[config.mk]
export PLATFORM = sky130hd
export DESIGN_NAME = ram_burst_master
export DESIGN_NICKNAME = d
export VERILOG_FILES = /design/src/rtl/ram_burst_master.sv
export SDC_FILE = /design/constraint.sdc
export NUM_CORES = 1
export LEC_CHECK = 0
export BUFFER_PORTS_ARGS = -buffer_cell sky130_fd_sc_hd__buf_4
export CAP_MARGIN = 20
export CORE_MARGIN = 10
export CORE_UTILIZATION = 56
export CTS_BUF_LIST = sky130_fd_sc_hd__clkbuf_8
export DETAILED_ROUTE_END_ITERATION = 6
export GPL_TIMING_DRIVEN = 0
export HOLD_SLACK_MARGIN = 0.12
export PLACE_DENSITY = 0.82
export SYNTH_ARGS = -nofsm -noshare
export SYNTH_HDL_FRONTEND = slang
export SYNTH_SLANG_ARGS = --single-unit
[constraint.sdc]
create_clock -name clk -period 3.5 [get_ports clk]
set_clock_uncertainty 0.15 [all_clocks]
set_input_delay 0.35 -clock clk [delete_from_list [all_inputs] [get_ports clk]]
set_output_delay 0.35 -clock clk [all_outputs]
set_load 0.02 [all_outputs]
[src/rtl/ram_burst_master.sv]
// Burst initiator for the single-port synchronous RAM: write bursts drain a valid/ready
// stream into RAM, read bursts stream RAM words out through a 2-entry fall-through FIFO.
module ram_burst_master #(
    parameter int A = 10,
    parameter int D = 8
) (
    input  logic         clk,
    input  logic         reset,
    input  logic         cmd_valid,
    output logic         cmd_ready,
    input  logic         cmd_rw,
    input  logic [A-1:0] cmd_addr,
    input  logic [A-1:0] cmd_len,
    input  logic         wr_valid,
    output logic         wr_ready,
    input  logic [D-1:0] wr_data,
    output logic         rd_valid,
    input  logic         rd_ready,
    output logic [D-1:0] rd_data,
    output logic [A-1:0] ram_addr,
    output logic [D-1:0] ram_din,
    output logic         ram_we,
    input  logic [D-1:0] ram_dout,
    output logic         busy,
    output logic         done
);

    typedef enum logic [1:0] {IDLE, WRITE, READ} state_t;

    state_t       state, state_nx;
    logic [A-1:0] addr_q;
    logic [A:0]   issue_left, deliver_left;   // one extra bit: a burst can be 2^A words
    logic         inflight_q;
    logic [D-1:0] fifo_mem [2];
    logic         fifo_wp, fifo_rp;
    logic [1:0]   fifo_cnt;
    logic         done_q;

    logic         cmd_fire, wr_fire, issue, pop, push, fifo_pop;
    logic [1:0]   avail;

    assign cmd_fire = (state == IDLE) && cmd_valid;
    assign wr_fire  = (state == WRITE) && wr_valid;

    // The word returning from RAM this cycle is visible at once when the FIFO is empty,
    // which gives the two-cycle accept-to-data latency.
    assign rd_valid = (state == READ) && ((fifo_cnt != 2'd0) || inflight_q);
    assign rd_data  = (fifo_cnt != 2'd0) ? fifo_mem[fifo_rp] : ram_dout;
    assign pop      = rd_valid && rd_ready;
    assign fifo_pop = pop && (fifo_cnt != 2'd0);
    assign push     = inflight_q && !(pop && (fifo_cnt == 2'd0));

    // Words buffered or in flight that will still be held after this cycle's pop.
    assign avail    = fifo_cnt + {1'b0, inflight_q} - {1'b0, pop};

    assign ram_addr = addr_q;
    assign busy     = (state != IDLE);
    assign done     = done_q;

    always_comb begin
        // NOTE: every signal assigned here gets a default first so no path infers a latch.
        state_nx  = state;
        cmd_ready = 1'b0;
        wr_ready  = 1'b0;
        ram_we    = 1'b0;
        ram_din   = '0;
        issue     = 1'b0;
        case (state)
            IDLE: begin
                cmd_ready = 1'b1;
                if (cmd_valid)
                    state_nx = cmd_rw ? WRITE : READ;
            end
            WRITE: begin
                wr_ready = 1'b1;
                ram_we   = wr_valid;
                ram_din  = wr_data;
                if (wr_valid && (issue_left == (A+1)'(1)))
                    state_nx = IDLE;
            end
            READ: begin
                issue = (issue_left != '0) && (avail < 2'd2);
                if (pop && (deliver_left == (A+1)'(1)))
                    state_nx = IDLE;
            end
            default: state_nx = IDLE;
        endcase
    end

    always_ff @(posedge clk or posedge reset) begin
        if (reset) begin
            state        <= IDLE;
            addr_q       <= '0;
            issue_left   <= '0;
            deliver_left <= '0;
            inflight_q   <= 1'b0;
            fifo_wp      <= 1'b0;
            fifo_rp      <= 1'b0;
            fifo_cnt     <= 2'd0;
            done_q       <= 1'b0;
        end else begin
            state      <= state_nx;
            done_q     <= (state != IDLE) && (state_nx == IDLE);
            inflight_q <= issue;
            if (cmd_fire) begin
                addr_q       <= cmd_addr;
                issue_left   <= {1'b0, cmd_len} + (A+1)'(1);
                deliver_left <= {1'b0, cmd_len} + (A+1)'(1);
            end else if (wr_fire || issue) begin
                addr_q     <= addr_q + A'(1);
                issue_left <= issue_left - (A+1)'(1);
            end
            if (pop)
                deliver_left <= deliver_left - (A+1)'(1);
            if (push)
                fifo_wp <= ~fifo_wp;
            if (fifo_pop)
                fifo_rp <= ~fifo_rp;
            fifo_cnt <= fifo_cnt + {1'b0, push} - {1'b0, fifo_pop};
        end
    end

    // NOTE: FIFO storage is not reset; clearing the pointers and count makes stale entries unreachable.
    always_ff @(posedge clk) begin
        if (push)
            fifo_mem[fifo_wp] <= ram_dout;
    end

endmodule

; ---- After elaboration in Yosys (flattened, before gate mapping)
; Memories as Yosys holds them, arrays and structs flattened.
; Index checks and enable logic that the tools add are counted.
; Widths: inputs -> output; s select.
[word_totals]
mem_count = 1
output_inout_bits = 32
word_cells = 66
ram_bits = 16
in_bits = 42
regBits = 40
[memory_table]
columns = memory, depth, width, read_ports, rd_ports_with_merged_regs, wr, line_no
row1 = fifo_mem, 2, 8, 1, 0, 1, 34  ; logic [D-1:0] fifo_mem [2];
[op_classes]
order_cmp = 1
bitwise = 2
add_sub_neg = 8
reduce_logical = 22
eq_ne = 4
n_mux = 19
[op_table]
columns = cell, count
row1 = $mux 11, 4
row2 = $eq 11x1->1 const B, 2
row3 = $sub 11x1->11 const B, 2
row4 = $mux 10, 2
row5 = $mux 8, 2
row6 = $add 10x1->11 const B, 1
row7 = $logic_and 1x1->1, 11
row8 = $reduce_bool 11->1, 1
row9 = $add 10x1->10 const B, 1
row10 = $mux 2, 4
row11 = $reduce_bool 2->1, 4
row12 = $logic_not 2->1, 3
row13 = $mux 1, 6
row14 = $pmux 2 s3, 1
row15 = $add 2x1->2, 2
row16 = $sub 2x1->2, 2
row17 = $eq 2x1->1 const B, 1
row18 = $eq 2x2->1 const B, 1
row19 = $logic_or 1x1->1, 2
row20 = $lt 2x2->1 const B, 1
row21 = $not 1->1, 2
row22 = $logic_not 1->1, 1

; ---- Longest topological paths before layout
; Gate-level depths: netlist of the first run.
[depth]
ltp_word = 11
mapped_depth = 11
depth_no_buf = 9

; ---- Worst setup path before layout of the first run
; OpenSTA, ideal clock, no wires.
[synth_path]
kind = reg-to-reg
from = register fifo_cnt[1]
to = register addr_q[5] (netlist: ram_addr[5])
path_stages_with_launch = 12
t_required_ns = 3.263
setup_ns = 0.087
t_arrival_ns = 2.520
slack_ns = 0.742
path_buffers = 2
cell_sequence = dfrtp_1 > or3_1 > nand3_1 > buf_4 > inv_1 > ha_1 > nor2b_1 > xnor2_1 > o31ai_1 > buf_2 > o21ai_0 > a22oi_1
[synth_between]
elab_chain_cells = 10
word_cells_on_any_way = 11
classes_between = 2 x add/sub / 1 x order compare / 1 x mux / 7 x reduce/logical
[synth_lines]
columns = element, line_no
row1 = start: declaration, 36  ; logic [1:0] fifo_cnt;
row2 = start signal: assignment, 119  ; fifo_cnt <= fifo_cnt + {1'b0, push} - {1'b0, fifo_pop};
row3 = $reduce_bool 2->1, 47  ; assign rd_valid = (state == READ) && ((fifo_cnt != 2'd0) || inflight_q);
row4 = $logic_or 1x1->1, 47
row5 = $logic_and 1x1->1, 47
row6 = $logic_and 1x1->1, 49  ; assign pop = rd_valid && rd_ready;
row7 = $sub 2x1->2 *, 54  ; assign avail = fifo_cnt + {1'b0, inflight_q} - {1'b0, pop};
row8 = $lt 2x2->1 *, 82  ; issue = (issue_left != '0) && (avail < 2'd2);
row9 = $logic_and 1x1->1 *, 82
row10 = $mux 1 *, 68  ; case (state)
row11 = $logic_or 1x1->1 *, 109  ; end else if (wr_fire || issue) begin
row12 = $reduce_bool 2->1 (no source line) *, -
row13 = end signal: assignment, 106  ; addr_q <= cmd_addr;
row14 = end signal: assignment, 110  ; addr_q <= addr_q + A'(1);
row15 = end: declaration, 31  ; logic [A-1:0] addr_q;
; Mark *: on every way between the ends. The rest lies on a longest branch, timed or not.
; A chain may end at the register's enable or synchronous reset.

; ---- Final worst setup path of the first run
; Same ends and word-level chain as after synthesis.

==> flow_summary.rst, run 1 <==
.. list-table::
   :header-rows: 1

   * - Metric
     - Value
   * - Worst path required time
     - roughly 3600 ps
   * - Synthesis-stage register bit count
     - 56
   * - Worst slack, placed
     - 160.7 ps
   * - Share of the clock period used by the worst path
     - between 90 and 100%
   * - CTS tree
     - yes
   * - Global placement routability congestion
     - around 0.9
   * - Total power density per cell area
     - 856.6 nW/um2
   * - Clock latency on the worst-skew pair
     - approximately 320 ps
   * - Die ar.
     - ~9300 um2
   * - Post-route setup TNS
     - 0 ps
   * - Top Ports
     - 74
   * - Num rows
     - 27
   * - Post-detailed-placement half-perimeter wirelength
     - between 6 and 7 mm
   * - Pin slew with the least headroom to its limit
     - 860.6 ps
   * - Wire length of the first global-routing pass
     - roughly 15 mm
   * - Biggest area contributors in the synthesized netlist
     - dfrtp_1 31%, edfxtp_1 15%, a21oi_1 4.6%
   * - Proportion of layout cells with a drive suffix above 1
     - approximately a quarter
   * - Share of async-settable or async-resettable flops after synthesis
     - between 70% and 80%
   * - Cells along the critical path
     - or3_1, nand3_1, buf_4, inv_1, ha_1, xnor2_1, xnor2_1, o31ai_2, buf_2, o21ai_0, a22oi_1
   * - Largest fanout on the critical path
     - 10
   * - Int Pwr
     - ~1.9 mW
   * - Count of mapped cells out of synthesis
     - 346
   * - Flip-flop cell with the highest count after synthesis
     - dfrtp_1
   * - Highest cell delay on the worst timing path
     - ~460 ps
   * - Slowest stage cell on the critical path
     - o31ai_2
   * - Number of antenna violations at the first check in global routing
     - 0
   * - Arrival time at the worst endpoint
     - 3300 ps
   * - Top cells by count, synth
     - 40 x dfrtp_1, 32 x nor2_1, 30 x a21oi_1
   * - Part of the total power dissipated in sequential elements
     - around 34%
   * - Startpoint class of the critical path
     - flop
   * - Number of enable flip-flop cells after synthesis
     - 16
   * - Longest Clk Path Bufs
     - 2
   * - Timing-limited maximum frequency
     - approximately 310 MHz
   * - CTS Root Buffer Type
     - clkbuf_8
   * - RSZ-0062 raised after global routing
     - no
   * - Final hold violation count
     - 0
   * - Die width
     - slightly below 100 um
   * - Clock network fraction of total power
     - roughly 10%
   * - Effective utilization at floorplan
     - between 50% and 60%
   * - Number of design-rule violations left by the first detailed-router iteration
     - 163
   * - Critical path start-end classification
     - flop to flop
   * - Synthesized cell area
     - 3267 um2
   * - Static power due to leakage
     - about 1.8 nW
   * - Relative slew slack
     - around 43%
   * - Final Max Tran Viols
     - 0
   * - Min setup slack post-route
     - roughly 300 ps
   * - Total routed wirelength
     - 8.901 mm
   * - Wire length per cell after detailed routing
     - about 17 um
   * - Cell with the most instances after synthesis
     - dfrtp_1
   * - Average footprint of a synthesized cell
     - 9.442 um2
   * - Class of the most critical hold timing path
     - input pin to flop
   * - Yosys top cell area share
     - between 30 and 40%
   * - Clock transition at the registers of the reported paths
     - roughly 100 ps
   * - Sequential area share after synthesis
     - 45.35%
   * - Max-cap violation count
     - 0
   * - Switching Power
     - approximately 1.6 mW
   * - CTS sink count
     - between 50 and 60
   * - Minimum period implied by the final worst setup slack
     - 3204 ps
   * - Total of buffers placed on input and output ports
     - between 70 and 80
   * - Residual DRC
     - 0
   * - Post-Syn Nets
     - ~400
   * - Global-route usage over all layers
     - around a fifth
   * - Core region area
     - between 5000 and 6000 um2
   * - Buffer count from post-CTS setup fixing
     - 0
   * - Maximum number of pins on one net before global-route repair
     - 41
   * - Logic gate share of total power
     - 55.6%
   * - Post-synthesis cell type with the largest combined area
     - dfrtp_1
   * - Mean number of vias per cell
     - around 5.9
   * - Via count
     - approximately 3000
   * - Cell occurring most often along the worst timing path
     - xnor2_1
   * - Count of antenna-violating nets left after detailed routing
     - 0
   * - Clock H-tree levels
     - 2
   * - Number of global-route vias before repair
     - ~3000
   * - Switching power share of the total
     - approximately 46%
   * - Status
     - complete, no violations
   * - Total global routing overflow
     - 0
   * - Worst hold-check slack
     - approximately 150 ps
   * - Number of distinct standard cells referenced by the synthesized netlist
     - 53
   * - Worst Setup End Kind
     - flop
   * - VDD IR max
     - about 0.52 mV
   * - Setup violations, final
     - 0
   * - TritonCTS buffer count
     - 5
   * - Number of antenna cells inserted
     - 0
   * - Die extent in y
     - 96.38 um
   * - Number of synthesis warnings
     - 0
   * - First-pass iteration count of the detailed router
     - 5
   * - Net count of the finished layout
     - between 400 and 500
   * - Area growth syn-to-layout
     - 25.55%
## sequential cells by signal, indices dropped and copies added (netlist names)
name / flops
fifo_mem: 16
deliver_left: 11
issue_left: 11
ram_addr: 10
fifo_cnt: 2
state: 2
done: 1
fifo_rp: 1
fifo_wp: 1
inflight_q: 1
## path summary, 6_finish.rpt
check                             from          endpoint  slack (ps)  cells past startpoint
setup reg to reg           fifo_cnt[1]       ram_addr[5]         300                     11
setup / recovery           fifo_cnt[1]       ram_addr[5]         300                     11
hold / removal             cmd_addr[1]       ram_addr[1]         150                      3
min in group asynchronous        reset       fifo_cnt[1]         610                      3
hold reg to reg                fifo_wp           fifo_wp         370                      1
max in group asynchronous        reset  deliver_left[10]        2050                      3
## cell type report
| cell class | instances | area (um2) |
|---|---|---|
| Multi-Input combinational cell | 257 | 1643 |
| Sequential cell | 56 | 1481 |
| Fill cell | 423 | 1473 |
| Buffer | 18 | 91.34 |
| Inverter | 15 | 56.30 |
| Tap cell | 72 | 90.09 |
| Timing Repair Buffer | 83 | 648.1 |
| Clock inverter | 3 | 22.52 |
| Clock buffer | 5 | 68.82 |
## cells in the final DEF (no fill, tap or decap), drive strengths merged, types with 5 or more instances in the layout
| cell | synthesis | routed |
|---|---|---|
| inv | 15 | 16 |
| ha | 10 | 10 |
| clkbuf | 8 | 13 |
| nand4 | 5 | 5 |
| a21oi | 32 | 32 |
| buf | 10 | 83 |
| nand2 | 26 | 26 |
| edfxtp | 16 | 16 |
| and2 | 12 | 12 |
| or4 | 7 | 7 |
| dlygate4sd3 | 0 | 10 |
| nor4 | 5 | 5 |
| mux2i | 11 | 11 |
| nor3 | 8 | 8 |
| o21ai | 21 | 21 |
| nor2 | 32 | 32 |
| xnor2 | 9 | 9 |
| nand3 | 20 | 20 |
| dfrtp | 40 | 40 |
## stage by stage
| step | total power [mW] | utilization, % | std cells | cell area [um2] |
|---|---|---|---|---|
| global route | 3.770 | 73.58 | 509 | 4101 |
| global placement | 3.045 | 70.06 | 491 | 3905 |
| floorplan | 2.452 | - | 346 | 3267 |
| detailed placement | 3.125 | 70.06 | 491 | 3905 |
| finish | 3.513 | 73.58 | 509 | 4101 |
| CTS | 3.500 | 73.49 | 509 | 4096 |
## per-layer routing
layer | GRT usage [%] | wire (um) | up-vias
met5 | 0 | 0 | -
met4 | 6.780 | 164 | 0
met3 | 3.932 | 579 | 16
met2 | 34.64 | 4634 | 119
met1 | 22.99 | 3522 | 1433
li1 | - | - | 1442
## power by group through the flow
stage | sequential (mW) | combinational [mW] | clock [mW]
6_report | 1.20 | 1.95 | 0.363
5_1_grt | 1.24 | 2.13 | 0.395
3_3_place_gp | 1.18 | 1.86 | 0
2_1_floorplan | 1.21 | 1.24 | 0
4_1_cts | 1.19 | 1.94 | 0.367
3_5_place_dp | 1.20 | 1.93 | 0
## critical path: cells and delay by family, from the launching register on
family	cells	cell delay (ps)
XOR/XNOR	2	370
AND/OR/NAND/NOR	2	570
flip-flops	1	440
AO/OA/AOI/OAI	3	760
adder cells (fa/ha/maj)	1	210
buffers and inverters	3	630
## logic make-up (layout without fill, tap and decap cells)
kind of cell,Yosys count,count (layout),share of synthesized area [%]
and+or+nand+nor,132,132,21.03
adders and majority gates,10,10,3.830
xor gates and xnor gates,13,13,3.485
muxes,12,12,3.715
buffers and inverters,33,124,4.519
AOI/OAI and AO/OA,90,90,18.08
DFF,56,56,45.35
## timing repair
item | CTS | global route
setup endpoints to repair | 0 | 5
hold buffers | 10 | 0
resized for setup | 0 | 1
hold endpoints to repair | 58 | 0
No activity file was read; power rests on OpenSTA's default activity.
==> run 2: changes to the inputs <==
--- a/config.mk
+++ b/config.mk
@@ -7,7 +7,7 @@
 export LEC_CHECK = 0
 export BUFFER_PORTS_ARGS = -buffer_cell sky130_fd_sc_hd__buf_4
 export CAP_MARGIN = 20
-export CORE_MARGIN = 10
+export CORE_MARGIN = 3
 export CORE_UTILIZATION = 56
 export CTS_BUF_LIST = sky130_fd_sc_hd__clkbuf_8
 export DETAILED_ROUTE_END_ITERATION = 6
==> run 2 against run 1 <==
  * Sequential cell count did not move
  * Critical path type unchanged
  * Total power increased by 3.1%
  * Routed wire length fell by 6.5%
  * Hold slack improved by 13 ps
  * Highest routed layer unchanged
  * Combinational power about the same
  * Sequential power about the same
  * Die area fell by 27%
  * Register-to-register slack improved by 40 ps
  * Critical endpoint unchanged
  * Final cell count unchanged
  * Critical path depth unchanged
  * Final area is 1.0% higher
==> flow_summary.rst, run 2 (same netlist as run 1, synthesis figures left out) <==
.. list-table::
   :header-rows: 1

   * - Metric
     - Value
   * - Status
     - complete, no violations
   * - Number of global-route vias before repair
     - 2802
   * - Total power density per cell area
     - between 800 and 900 nW/um2
   * - Relative slew slack
     - between 40% and 50%
   * - Highest cell delay on the worst timing path
     - between 400 and 500 ps
   * - Total of buffers placed on input and output ports
     - 73
   * - Most common library cell in the layout ignoring fill and taps
     - buf_4
   * - TritonCTS buffer count
     - 5
   * - Reg2Reg Depth
     - 11
   * - CTS sink count
     - 56
   * - Post-detailed-placement half-perimeter wirelength
     - 6.036 mm
   * - Number of antenna cells inserted
     - 0
   * - Die ar.
     - around 6800 um2
   * - Count of cell instances traversed by the critical path
     - 11
   * - Family with the most delay on the worst path
     - compound AO/OA/AOI/OAI gates
   * - Pin slew with the least headroom to its limit
     - around 870 ps
   * - Total global routing overflow
     - 0
   * - Switching power share of the total
     - a little over two fifths
   * - Switching Power
     - around 1.6 mW
   * - Top library cells by usage in the layout, fill and taps aside
     - 76 x buf_4, 40 x dfrtp_1, 32 x nor2_1
   * - Die width
     - between 80 and 90 um
   * - Core region area
     - 5574 um2
   * - Share of the clock period used by the worst path
     - between 90% and 100%
   * - Wire length of the first global-routing pass
     - between 10 and 15 mm
   * - Termination of the worst setup path
     - ram_addr[5]
   * - Clock latency on the worst-skew pair
     - about 320 ps
   * - CTS Root Buffer Type
     - clkbuf_8
   * - Clock network fraction of total power
     - between 10 and 15%
   * - Minimum period implied by the final worst setup slack
     - ~3200 ps
   * - Global placement routability congestion
     - 0.9087
   * - Worst slack, placed
     - roughly 220 ps
   * - Source of the worst register-to-register timing path
     - fifo_cnt[1]
   * - Post-Route Utilization
     - about three quarters
   * - Post-route setup TNS
     - 0 ps
   * - Number of buffers and inverters on the critical path
     - 3
   * - Worst path required time
     - between 3000 and 4000 ps
   * - Final hold violation count
     - 0
   * - RSZ-0062 raised after global routing
     - no
   * - Startpoint class of the critical path
     - flop
   * - Part of the total power dissipated in sequential elements
     - 33.3%
   * - Timing-limited maximum frequency
     - roughly 320 MHz
   * - Endpoint of the worst-slack reg-to-reg timing path
     - ram_addr[5]
   * - Num rows
     - 27
   * - Number of antenna violations at the first check in global routing
     - 0
   * - Number of design-rule violations left by the first detailed-router iteration
     - around 240
   * - Arrival time at the worst endpoint
     - roughly 3300 ps
   * - Max reg flops
     - 16
   * - Class of the most critical hold timing path
     - input pin to flop
   * - Setup violations, final
     - 0
   * - Source of the critical timing path
     - fifo_cnt[1]
   * - Clock transition at the registers of the reported paths
     - about 100 ps
   * - Net count of the finished layout
     - between 400 and 500
   * - Slowest stage cell on the critical path
     - dfrtp_1
   * - Buffer count from post-CTS setup fixing
     - 0
   * - Worst Setup End Kind
     - flop
   * - Final Max Tran Viols
     - 0
   * - Min setup slack post-route
     - 338.5 ps
   * - Clock H-tree levels
     - 2
   * - Count of placed standard cells in the final layout, fillers left out
     - between 500 and 600
   * - Post-layout power
     - between 3 and 4 mW
   * - Largest fanout on the critical path
     - 10
   * - Regs by FF count
     - fifo_mem (16), deliver_left (11), issue_left (11)
   * - Register with the most flip-flops
     - fifo_mem
   * - Via count
     - 2993
   * - Total routed wirelength
     - around 8.3 mm
   * - Inst Count DP
     - 491
   * - Maximum number of pins on one net before global-route repair
     - a little over 40
   * - Max-cap violation count
     - 0
   * - VDD IR max
     - just under 0.6 mV
   * - Critical path start-end classification
     - flop to flop
   * - Proportion of layout cells with a drive suffix above 1
     - approximately a quarter
   * - CTS tree
     - yes
   * - Global-route usage over all layers
     - 25.88%
   * - Longest Clk Path Bufs
     - 2
   * - Mean number of vias per cell
     - about 5.9
   * - First-pass iteration count of the detailed router
     - 5
   * - Cells along the critical path
     - or3_1, nand3_1, buf_4, inv_1, ha_1, nor2b_1, xnor2_1, o31ai_2, buf_2, o21ai_0, a22oi_1
   * - Logic gate share of total power
     - ~53%
   * - Residual DRC
     - 0
   * - Count of antenna-violating nets left after detailed routing
     - 0
   * - Static power due to leakage
     - 1.807 nW
   * - Effective utilization at floorplan
     - 58.61%
   * - Top Ports
     - between 70 and 80
   * - Wire length per cell after detailed routing
     - around 16 um
   * - Area growth syn-to-layout
     - 26.81%
   * - Minimum setup slack among reg-to-reg paths
     - approximately 340 ps
   * - Die extent in y
     - 82.38 um
   * - Int Pwr
     - approximately 2.0 mW
-- run 2: changes by cell type in the layout (fill, tap and decap cells not counted), sizes merged --
| cell | before | now |
|---|---|---|
| bufinv | 0 | 2 |
| clkinv | 2 | 0 |
-- run 2: final cells by class --
cell class / instances / area (um2)
repair buffers: 83 / 648.1
flip-flops and latches: 56 / 1481
multi-input cells: 257 / 1643
fillers: 421 / 1431
clock buffers: 5 / 68.82
clock inverters: 3 / 63.81
inverters: 15 / 56.30
plain buffers: 18 / 91.34
well taps: 72 / 90.09
-- run 2: power groups by stage --
| stage | Combinational [mW] | Sequential (mW) | Clock (mW) |
|---|---|---|---|
| final | 1.93 | 1.20 | 0.492 |
| after global routing | 2.12 | 1.24 | 0.535 |
| after CTS | 1.91 | 1.19 | 0.500 |
| after detailed placement | 1.90 | 1.20 | 0 |
| after global placement | 1.84 | 1.19 | 0 |
| after floorplan | 1.24 | 1.21 | 0 |
-- run 2: worst min-delay path by stage --
stage / depth (start not counted) / startpoint / slack, ps / to
finish: 3 / cmd_addr[1] / 160 / ram_addr[1]
global route: 3 / cmd_addr[1] / 170 / ram_addr[1]
CTS: 3 / cmd_addr[1] / 160 / ram_addr[1]
floorplan: 0 / ram_dout[0] / 300 / fifo_mem[0][0]
detailed placement: 1 / fifo_wp / 340 / fifo_wp
global placement: 1 / fifo_wp / 330 / fifo_wp
-- run 2: metrics by stage --
stage	cell area, um2	hold WS (ps)
floorplan	3267	298.9
global placement	3905	331.1
detailed placement	3905	344.5
CTS	4138	156.1
global route	4143	165.9
finish	4143	159.6
-- run 2: timing repair --
action / 4_1_cts / 5_1_grt
gates resized for setup: 0 / 1
endpoints found under the setup margin: 0 / 3
endpoints found under the hold margin: 57 / 0
hold buffers: 10 / 0
-- run 2: per-layer routing --
layer | track usage, % | up-vias | share of wire [%]
met5 | 0 | - | 0
met4 | 6.977 | 0 | 1.2
met3 | 4.121 | 11 | 5.6
met2 | 46.39 | 116 | 52
met1 | 32.20 | 1425 | 41
li1 | - | 1441 | -
-- run 2: worst min-delay path, stage by stage --
cell,delay (ps)
buf_4,110
nand2_1,50
a31oi_1,80
